===== src/rtl/multiplier_mc_if.sv =====
// multiplier_mc_if: request and result bundle of the time-shared multiplier.
// master drives requests and observes results; slave is the multiplier itself.
interface multiplier_mc_if #(
    parameter int C_WIDTH    = 32,
    parameter int CH_BITS    = 4,
    parameter int FIFO_DEPTH = 4
);
    logic [C_WIDTH-1:0]          a;
    logic [C_WIDTH-1:0]          b;
    logic                        signed_cal;
    logic [CH_BITS-1:0]          ch_in;
    logic                        trigger;
    logic                        ready;
    logic [$clog2(FIFO_DEPTH):0] fifo_level;
    logic                        busy;
    logic [C_WIDTH-1:0]          y;
    logic [CH_BITS-1:0]          ch_out;
    logic                        overflow;
    logic                        done;

    modport master (
        output a, b, signed_cal, ch_in, trigger,
        input  ready, fifo_level, busy, y, ch_out, overflow, done
    );

    modport slave (
        input  a, b, signed_cal, ch_in, trigger,
        output ready, fifo_level, busy, y, ch_out, overflow, done
    );
endinterface


===== src/rtl/multiplier_mc.sv =====
// multiplier_mc: queued, channel-tagged radix-2^RADIX_BITS shift-add multiplier with scaling and saturation.
// Optional MUL_ROUND_EN: round half up before the FIXED_POINT shift instead of flooring.
module multiplier_mc #(
    parameter int C_WIDTH     = 32,
    parameter int FIXED_POINT = 0,
    parameter int RADIX_BITS  = 2,
    parameter int FIFO_DEPTH  = 4,
    parameter int CH_BITS     = 4
) (
    input  logic           ctl_clk,
    input  logic           reset,
    multiplier_mc_if.slave bus
);
    localparam int N      = C_WIDTH / RADIX_BITS;
    localparam int PW     = 2 * C_WIDTH;
    localparam int PTR_W  = $clog2(FIFO_DEPTH);
    localparam int LVL_W  = PTR_W + 1;
    localparam int STEP_W = $clog2(N + 1);
`ifdef MUL_ROUND_EN
    localparam int FP_RND = (FIXED_POINT > 0) ? FIXED_POINT - 1 : 0;
    localparam logic signed [PW:0] ROUND_K =
        (FIXED_POINT > 0) ? ((PW+1)'(1) << FP_RND) : '0;
`endif

    typedef enum logic [1:0] {IDLE, LOAD, CALC, FINISH} state_t;

    typedef struct packed {
        logic [C_WIDTH-1:0] a;
        logic [C_WIDTH-1:0] b;
        logic               s;
        logic [CH_BITS-1:0] ch;
    } entry_t;

    function automatic logic [C_WIDTH-1:0] magnitude(input logic [C_WIDTH-1:0] x);
        return x[C_WIDTH-1] ? -x : x;
    endfunction

    // Sign restore, optional rounding and FIXED_POINT shift; unsigned values stay non-negative so >>> floors both modes.
    function automatic logic signed [PW:0] scale_round(input logic [PW-1:0] acc, input logic neg);
        logic signed [PW:0] p;
        p = $signed({1'b0, acc});
        if (neg) p = -p;
`ifdef MUL_ROUND_EN
        p = p + ROUND_K;
`endif
        return p >>> FIXED_POINT;
    endfunction

    // Returns {overflow, y}.
    function automatic logic [C_WIDTH:0] saturate(input logic signed [PW:0] v, input logic sgn);
        logic [PW-C_WIDTH+1:0] hi_s;
        logic [PW-C_WIDTH:0]   hi_u;
        hi_s = v[PW:C_WIDTH-1];
        hi_u = v[PW:C_WIDTH];
        if (sgn) begin
            if ((&hi_s) || !(|hi_s)) return {1'b0, v[C_WIDTH-1:0]};
            return {1'b1, v[PW], {(C_WIDTH-1){~v[PW]}}};
        end
        if (|hi_u) return {1'b1, {C_WIDTH{1'b1}}};
        return {1'b0, v[C_WIDTH-1:0]};
    endfunction

    state_t             state_q, state_d;
    logic [STEP_W-1:0]  step_q, step_d;
    logic [PTR_W-1:0]   wr_ptr_q, wr_ptr_d, rd_ptr_q, rd_ptr_d;
    logic [LVL_W-1:0]   count_q, count_d;
    logic [C_WIDTH-1:0] y_q, y_d;
    logic [CH_BITS-1:0] ch_out_q, ch_out_d;
    logic               overflow_q, overflow_d;
    logic               done_q, done_d;

    entry_t             fifo_mem_q [FIFO_DEPTH];
    entry_t             fifo_mem_d [FIFO_DEPTH];
    entry_t             head;
    logic [PW-1:0]      mcand_q, mcand_d;
    logic [C_WIDTH-1:0] mplier_q, mplier_d;
    logic [PW-1:0]      acc_q, acc_d;
    logic               neg_q, neg_d;
    logic               sgn_q, sgn_d;
    logic [CH_BITS-1:0] ch_q, ch_d;

    logic               ready;
    logic               push;
    logic               pop;

    assign ready = (count_q != LVL_W'(FIFO_DEPTH));
    assign push  = bus.trigger && ready;
    assign head  = fifo_mem_q[rd_ptr_q];

    always_comb begin
        state_d    = state_q;
        step_d     = step_q;
        wr_ptr_d   = wr_ptr_q;
        rd_ptr_d   = rd_ptr_q;
        y_d        = y_q;
        ch_out_d   = ch_out_q;
        overflow_d = overflow_q;
        done_d     = 1'b0;
        pop        = 1'b0;
        case (state_q)
            IDLE: begin
                if (count_q != '0) begin
                    pop     = 1'b1;
                    state_d = LOAD;
                end
            end
            LOAD: begin
                step_d  = '0;
                state_d = CALC;
            end
            CALC: begin
                step_d = step_q + STEP_W'(1);
                if (step_q == STEP_W'(N - 1)) state_d = FINISH;
            end
            FINISH: begin
                {overflow_d, y_d} = saturate(scale_round(acc_q, neg_q), sgn_q);
                ch_out_d = ch_q;
                done_d   = 1'b1;
                if (count_q != '0) begin
                    pop     = 1'b1;
                    state_d = LOAD;
                end else begin
                    state_d = IDLE;
                end
            end
            default: state_d = IDLE;
        endcase
        if (push) wr_ptr_d = wr_ptr_q + PTR_W'(1);
        if (pop)  rd_ptr_d = rd_ptr_q + PTR_W'(1);
        count_d = count_q + LVL_W'(push) - LVL_W'(pop);
    end

    // Popped operands are parked raw in the shift registers; LOAD converts them to magnitudes.
    always_comb begin
        fifo_mem_d = fifo_mem_q;
        mcand_d    = mcand_q;
        mplier_d   = mplier_q;
        acc_d      = acc_q;
        neg_d      = neg_q;
        sgn_d      = sgn_q;
        ch_d       = ch_q;
        if (push) fifo_mem_d[wr_ptr_q] = {bus.a, bus.b, bus.signed_cal, bus.ch_in};
        if (pop) begin
            mcand_d  = {{C_WIDTH{1'b0}}, head.a};
            mplier_d = head.b;
            sgn_d    = head.s;
            ch_d     = head.ch;
        end
        case (state_q)
            LOAD: begin
                acc_d = '0;
                if (sgn_q) begin
                    mcand_d  = {{C_WIDTH{1'b0}}, magnitude(mcand_q[C_WIDTH-1:0])};
                    mplier_d = magnitude(mplier_q);
                    neg_d    = mcand_q[C_WIDTH-1] ^ mplier_q[C_WIDTH-1];
                end else begin
                    neg_d = 1'b0;
                end
            end
            CALC: begin
                acc_d    = acc_q + mcand_q * PW'(mplier_q[RADIX_BITS-1:0]);
                mcand_d  = mcand_q << RADIX_BITS;
                mplier_d = mplier_q >> RADIX_BITS;
            end
            default: ;
        endcase
    end

    always_ff @(posedge ctl_clk or negedge reset) begin
        if (!reset) begin
            state_q    <= IDLE;
            step_q     <= '0;
            wr_ptr_q   <= '0;
            rd_ptr_q   <= '0;
            count_q    <= '0;
            y_q        <= '0;
            ch_out_q   <= '0;
            overflow_q <= 1'b0;
            done_q     <= 1'b0;
        end else begin
            state_q    <= state_d;
            step_q     <= step_d;
            wr_ptr_q   <= wr_ptr_d;
            rd_ptr_q   <= rd_ptr_d;
            count_q    <= count_d;
            y_q        <= y_d;
            ch_out_q   <= ch_out_d;
            overflow_q <= overflow_d;
            done_q     <= done_d;
        end
    end

    always_ff @(posedge ctl_clk) begin
        fifo_mem_q <= fifo_mem_d;
        mcand_q    <= mcand_d;
        mplier_q   <= mplier_d;
        acc_q      <= acc_d;
        neg_q      <= neg_d;
        sgn_q      <= sgn_d;
        ch_q       <= ch_d;
    end

    assign bus.ready      = ready;
    assign bus.fifo_level = count_q;
    assign bus.busy       = (state_q != IDLE) || (count_q != '0);
    assign bus.y          = y_q;
    assign bus.ch_out     = ch_out_q;
    assign bus.overflow   = overflow_q;
    assign bus.done       = done_q;
endmodule


===== src/flat_wrapper.sv =====
// flat-port wrapper written by rule: the top's interface ports become plain ports
module multiplier_mc_flat 
#(
    parameter int C_WIDTH     = 32,
    parameter int FIXED_POINT = 0,
    parameter int RADIX_BITS  = 2,
    parameter int FIFO_DEPTH  = 4,
    parameter int CH_BITS     = 4
)
  (ctl_clk, reset, bus_a, bus_b, bus_signed_cal, bus_ch_in, bus_trigger, bus_ready, bus_fifo_level, bus_busy, bus_y, bus_ch_out, bus_overflow, bus_done);
  multiplier_mc_if #(.C_WIDTH(C_WIDTH), .CH_BITS(CH_BITS), .FIFO_DEPTH(FIFO_DEPTH)) bus_i ();
  input  logic ctl_clk;
  input  logic reset;
  input wire logic [$bits(bus_i.a)-1:0] bus_a;
  input wire logic [$bits(bus_i.b)-1:0] bus_b;
  input wire logic [$bits(bus_i.signed_cal)-1:0] bus_signed_cal;
  input wire logic [$bits(bus_i.ch_in)-1:0] bus_ch_in;
  input wire logic [$bits(bus_i.trigger)-1:0] bus_trigger;
  output wire logic [$bits(bus_i.ready)-1:0] bus_ready;
  output wire logic [$bits(bus_i.fifo_level)-1:0] bus_fifo_level;
  output wire logic [$bits(bus_i.busy)-1:0] bus_busy;
  output wire logic [$bits(bus_i.y)-1:0] bus_y;
  output wire logic [$bits(bus_i.ch_out)-1:0] bus_ch_out;
  output wire logic [$bits(bus_i.overflow)-1:0] bus_overflow;
  output wire logic [$bits(bus_i.done)-1:0] bus_done;
  assign bus_i.a = bus_a;
  assign bus_i.b = bus_b;
  assign bus_i.signed_cal = bus_signed_cal;
  assign bus_i.ch_in = bus_ch_in;
  assign bus_i.trigger = bus_trigger;
  assign bus_ready = bus_i.ready;
  assign bus_fifo_level = bus_i.fifo_level;
  assign bus_busy = bus_i.busy;
  assign bus_y = bus_i.y;
  assign bus_ch_out = bus_i.ch_out;
  assign bus_overflow = bus_i.overflow;
  assign bus_done = bus_i.done;
  multiplier_mc #(.C_WIDTH(C_WIDTH), .FIXED_POINT(FIXED_POINT), .RADIX_BITS(RADIX_BITS), .FIFO_DEPTH(FIFO_DEPTH), .CH_BITS(CH_BITS)) u_core (.ctl_clk(ctl_clk), .reset(reset), .bus(bus_i));
endmodule

===== config.mk =====
export PLATFORM = sky130hd
export DESIGN_NAME = multiplier_mc_flat
export DESIGN_NICKNAME = d
export VERILOG_FILES = /design/src/rtl/multiplier_mc_if.sv /design/src/rtl/multiplier_mc.sv /design/src/flat_wrapper.sv
export SDC_FILE = /design/constraint.sdc
export NUM_CORES = 1
export LEC_CHECK = 0
export CORE_ASPECT_RATIO = 2
export CORE_MARGIN = 2
export CORE_UTILIZATION = 67
export DETAILED_ROUTE_END_ITERATION = 6
export GPL_ROUTABILITY_DRIVEN = 0
export PLACE_DENSITY = 0.87
export SLEW_MARGIN = 20
export SYNTH_ARGS = -nofsm -noshare
export SYNTH_HDL_FRONTEND = slang
export SYNTH_SLANG_ARGS = --single-unit

===== constraint.sdc =====
create_clock -name ctl_clk -period 10 [get_ports ctl_clk]
set_input_delay 2.5 -clock ctl_clk [delete_from_list [all_inputs] [get_ports ctl_clk]]
set_output_delay 2.5 -clock ctl_clk [all_outputs]
set_load 0.05 [all_outputs]

== Yosys cells after proc, flatten, opt, wreduce, memory -nomap -nowiden ==
Index checks and enable logic that the tools add are counted.
W data, S select, Z words.
Operators by class
  add/sub/neg operators: 9
  $mul: 1
  magnitude comparators: 3
  equal/unequal tests: 9
  mux-type cells: 39
  bitwise logic cells: 4
  reductions and logical operators: 14
Operators by type and width (count)
  $bwmux W276: 1
  $pmux W64 S2: 2
  $mux W69: 3
  $mux W33: 6
  $bmux W69 S2: 1
  $demux W69 S2: 1
  $mux W65: 2
  $mux W32: 4
  $mux W64: 2
  $neg A64 Y65: 1
  $add A64 B64 Y64: 1
  $mul A64 B2 Y64: 1
  $neg A32 Y32: 2
  $pmux W32 S2: 1
  $reduce_and A34 Y1: 1
  $reduce_or A34 Y1: 1
  $reduce_or A33 Y1: 1
  $mux W1: 12
  $pmux W5 S2: 1
  $pmux W2 S4: 1
  $ge A3 B3 Y1 const B: 2
  $ne A3 B2 Y1 const B: 2
  $not A2 Y3: 2
  $add A5 B1 Y5 const B: 1
  other kinds (20): 27
Storage, ports and cells
  register bits: 494
  input bits: 72

== Depth between registers and ports, before layout ==
  word-level depth: 14
  gate-level depth with buffers: 18

== Worst setup path after synthesis ==
No wires, ideal clock.
  kind: reg2reg
  start point: register u_core.mplier_q[1]
  end point: register u_core.acc_q[56] (data pin)
  arrival: 4.739 ns
  data required time: 9.739 ns
  setup slack: 5.000 ns
  cell stages (with the launch flop): 19
  path through: edfxtp_1 > clkbuf_1 > clkbuf_1 > nand2_1 > fa_1 > inv_1 > ha_1 > clkbuf_1 > and3_1 > nand2_1 > or2_2 > a2111oi_0 > o21ai_0 > o211a_1 > o41ai_1 > a41oi_1 > o31ai_1 > o22ai_1 > mux2i_1
Between the ends
  cells in the longest elaborated chain, start to end: 3
RTL lines
  from (decl): RTL line multiplier_mc.sv:76  | logic [C_WIDTH-1:0] mplier_q, mplier_d;
  from (signal assigned): RTL line multiplier_mc.sv:196  | mplier_q <= mplier_d;
  $mul A64 B2 Y64: RTL line multiplier_mc.sv:161  | acc_d = acc_q + mcand_q * PW'(mplier_q[RADIX_BITS-1:0]);
  $add A64 B64 Y64: RTL line multiplier_mc.sv:161
  $pmux W64 S2: RTL line multiplier_mc.sv:149  | case (state_q)
  to (signal assigned): RTL line multiplier_mc.sv:197  | acc_q <= acc_d;
  to (decl): RTL line multiplier_mc.sv:77  | logic [PW-1:0] acc_q, acc_d;
No other way between the ends.
A chain may end at the register's enable or synchronous reset.

== Final worst setup path ==
  start point: register u_core.mplier_q[1]
  end point: register u_core.acc_q[52] (data pin)
Same word-level chain as after synthesis.

==> impl_results.md <==
* Critical Path Start: u_core.mplier_q[1]
* Via count at 22000
* I/O Buffers at 114
* Most frequent cell after synthesis: edfxtp_1
* Synth cell count leaders: 408 x edfxtp_1, 269 x nand2_1, 213 x inv_1
* Vias in the first global route at around 22000
* Clock power share at 0.144
* Min cycle time layout at about 6500 ps
* Comb pwr share at 0.525
* Yosys top cell area share at 0.432
* Req. time, crit path at 10330 ps
* Starting Density at 0.679
* Setup violators final at 0
* Crit end category: register
* Tot GR Track Use at 0.384
* P_int at just over 6 mW
* WL/cell at between 20 and 30 um
* EDFF count, synth at 408
* Worst EP arrival at 6850 ps
* Worst-skew pair later-pin latency at around 600 ps
* Largest net degree at the start of global routing at slightly below 80
* Min Hold Slack at a little under 500 ps
* HP Class: reg2reg
* Vias/cell at approximately 7.0
* Flops & latches, synth at a little under 500
* Net Count, Synth at 2721
* Peak supply drop at approximately 0.00032 V
* Synth Area in Simple Gates at 0.134
* Filler cell count at roughly 2600
* Area Overhead vs Synth at 10.0%
* TritonCTS Buffers at 43
* Worst path depth at 16
* Launching point of the worst reg2reg path: u_core.mplier_q[1]
* Hold-fix buffers at CTS at 0
* CTS tree: built
* Critical Path Fanout Max at 64
* Final Hold Fails at 0
* Row cnt at ~110
* Syn Std Cell Area at roughly 28000 um^2
* Setup TNS at 0 ps
* Multiplexer share of the synthesized area at 0.0603
* Worst Reg2Reg Path Length in Cells at 16
* Final Max Slew Viols at 0
* Synth area leaders: edfxtp_1 43%, mux4_2 5.5%, dfrtp_1 4.6%
* Final-stage net count at 2761
* Crit path top cell by count: nand2_1
* Design area at 31200 um^2
* Top delay family on crit path: compound AO/OA/AOI/OAI gates
* # DRC at 5
* Dpl cells at around 3000
* Fraction of registers with async set/reset at 0.105
* Clk buf depth at 3
* Final ANT Viol Nets at 0
* I/O pins at 115
* Layout cells sized above 1 at 0.0780
* Largest family of logic cells by synthesized area: compound AO/OA/AOI/OAI gates
* Final period util at 0.652
* Core area at about 42000 um^2
* Synth cell types at 81
* Failing checks: DRC
* Sequential fraction of design power at 0.331
* CTS sink count at between 400 and 500
* DP HPWL at 54400 um
* CTS resizes at 0
* Primary FF master, synth: edfxtp_1
* P_sw at about 5.3 mW
* Register area share after synthesis at 0.502
* Cell taking the most area after synthesis: edfxtp_1
* Hold path start: u_core.ch_q[0]
* Worst-path clk slew at roughly 70 ps
* Drt initial violations at 2576
* Setup Crit Path Kind: reg2reg
* Post-CTS Setup Bufs at 0
* Utilization after layout at 0.747
* Startpoint types: register
* Worst-path cell chain: buf_4, nand2_1, fa_1, inv_1, ha_1, and3_1, nand2_1, or2_2, a2111oi_1, o21ai_0, o211a_1, o41ai_1, a41oi_1, o31ai_1, xor2_1, and2_1
* Status: finished, violations left
* Power per cell area at about 370 nW/um^2
* Root Buffer: clkbuf_16
* Die Y at 295 um
* XOR/XNOR Fraction of Synth Area at 0.0374
* Die ar. at around 44000 um^2
* Dpl cell area at ~30000 um^2
* Synth Warn # at 0
* Non-filler cells, final at ~3100
* Drt pass-1 iters at 7
* Leakage power at 11.7 nW
* Relative slew slack at 0.168
* Syn_area_per_cell at ~11 um^2
* Detailed Route WL at a little over 80000 um
* First-pass GRT wire length at approximately 130000 um
* Sw frac at 0.461
* CP max stage cell: a2111oi_1
* Crit-path max cell delay at between 900 and 1000 ps
* Initial antenna violation count at 4
* Synth Area in Adders at 0.0805
* FMAX at 0.153 GHz
* CTS H-Tree Depth at 2
* Die Wd at about 150 um
* Cells after Synth at ~2500
* Max_cap viols at 0
* Worst slew pin tran at approximately 1200 ps
* Clock Skews at approximately 34 ps
* GRT overflow at 0
* Worst hold path depth at 1
* Post-synthesis compound-gate area fraction at 0.136
* CP bufs+invs at 2
* RSZ-0062 raised after global routing: no
-- per-stage QoR --
stage                     total power [mW]  setup slack (ps)
final                                 11.5              3480
after global routing                  12.0              3040
after CTS                             11.2              3700
after detailed placement              9.51              3740
after global placement                9.23              3610
after floorplan                       7.76              5000
-- kinds of logic (layout without fill, tap and decap cells) --
| kind of cell | after synthesis | count (layout) |
|---|---|---|
| adders and majority gates | 144 | 144 |
| DFF | 494 | 494 |
| other | 0 | 5 |
| xor gates and xnor gates | 121 | 121 |
| muxes | 84 | 84 |
| and+or+nand+nor | 750 | 750 |
| buffers and inverters | 360 | 432 |
| AOI/OAI and AO/OA | 552 | 552 |
-- worst paths after layout --
| path | endpoint | slack, ps |
|---|---|---|
| setup / recovery | u_core.acc_q[52] | 3480 |
| hold / removal | u_core.bus.ch_out[0] | 480 |
| setup reg to reg | u_core.acc_q[52] | 3480 |
| hold reg to reg | u_core.bus.ch_out[0] | 480 |
| max in group asynchronous | u_core.bus.y[27] | 7370 |
| min in group asynchronous | u_core.bus.ch_out[2] | 2050 |
-- layout by cell type (no fill, tap or decap), drive strengths merged, types with 23 or more instances in the layout --
| master | n |
|---|---|
| and2 | 59 |
| nand2 | 269 |
| a22oi | 24 |
| or3 | 37 |
| dfxtp | 34 |
| nor4 | 30 |
| nor2b | 43 |
| inv | 215 |
| nor2 | 81 |
| nand3 | 46 |
| ha | 80 |
| edfxtp | 408 |
| dfrtp | 52 |
| clkbuf | 56 |
| a21o | 50 |
| a22o | 37 |
| nand4 | 35 |
| nor3 | 55 |
| o21ai | 130 |
| xor2 | 23 |
| a21oi | 99 |
| o31ai | 26 |
| xnor2 | 98 |
| a311o | 32 |
| buf | 26 |
| clkdlybuf4s50 | 113 |
| mux4 | 69 |
| fa | 64 |
-- metal layers --
layer	global-route usage	up-vias	wire length, um
met4	0.314	0	8710
met5	0	-	0
met3	0.0985	541	7400
li1	-	9353	-
met1	0.398	10500	24600
met2	0.649	1581	40800
-- cell type report --
class | instances | area, um^2 | share of cell area
inverter | 216 | 811 | 0.0260
clock buffer | 56 | 1130 | 0.0364
sequential | 494 | 14200 | 0.457
timing repair buffer | 139 | 1330 | 0.0426
tap | 540 | 676 | 0.0217
multi-input combinational | 1651 | 12800 | 0.409
clock inverter | 21 | 234 | 0.00750
antenna | 5 | 12.5 | 0.000401
-- sequential cells by signal (all words and copies together), names as in the netlist --
name / count
u_core.fifo_mem_q: 276
u_core.acc_q: 64
u_core.mcand_q: 64
u_core.bus.y: 32
u_core.mplier_q: 32
u_core.step_q: 5
u_core.bus.ch_out: 4
u_core.ch_q: 4
u_core.bus.fifo_level: 3
u_core.rd_ptr_q: 2
u_core.state_q: 2
u_core.wr_ptr_q: 2
u_core.bus.done: 1
u_core.bus.overflow: 1
u_core.neg_q: 1
u_core.sgn_q: 1
-- power groups by stage --
stage	combinational [mW]	clock (mW)	sequential, mW
2_1_floorplan	3.98	0	3.78
3_3_place_gp	5.52	0	3.71
3_5_place_dp	5.74	0	3.76
4_1_cts	5.82	1.66	3.74
5_1_grt	6.46	1.74	3.84
6_report	6.02	1.66	3.79
Note: power is estimated with default switching activity, not from simulation.
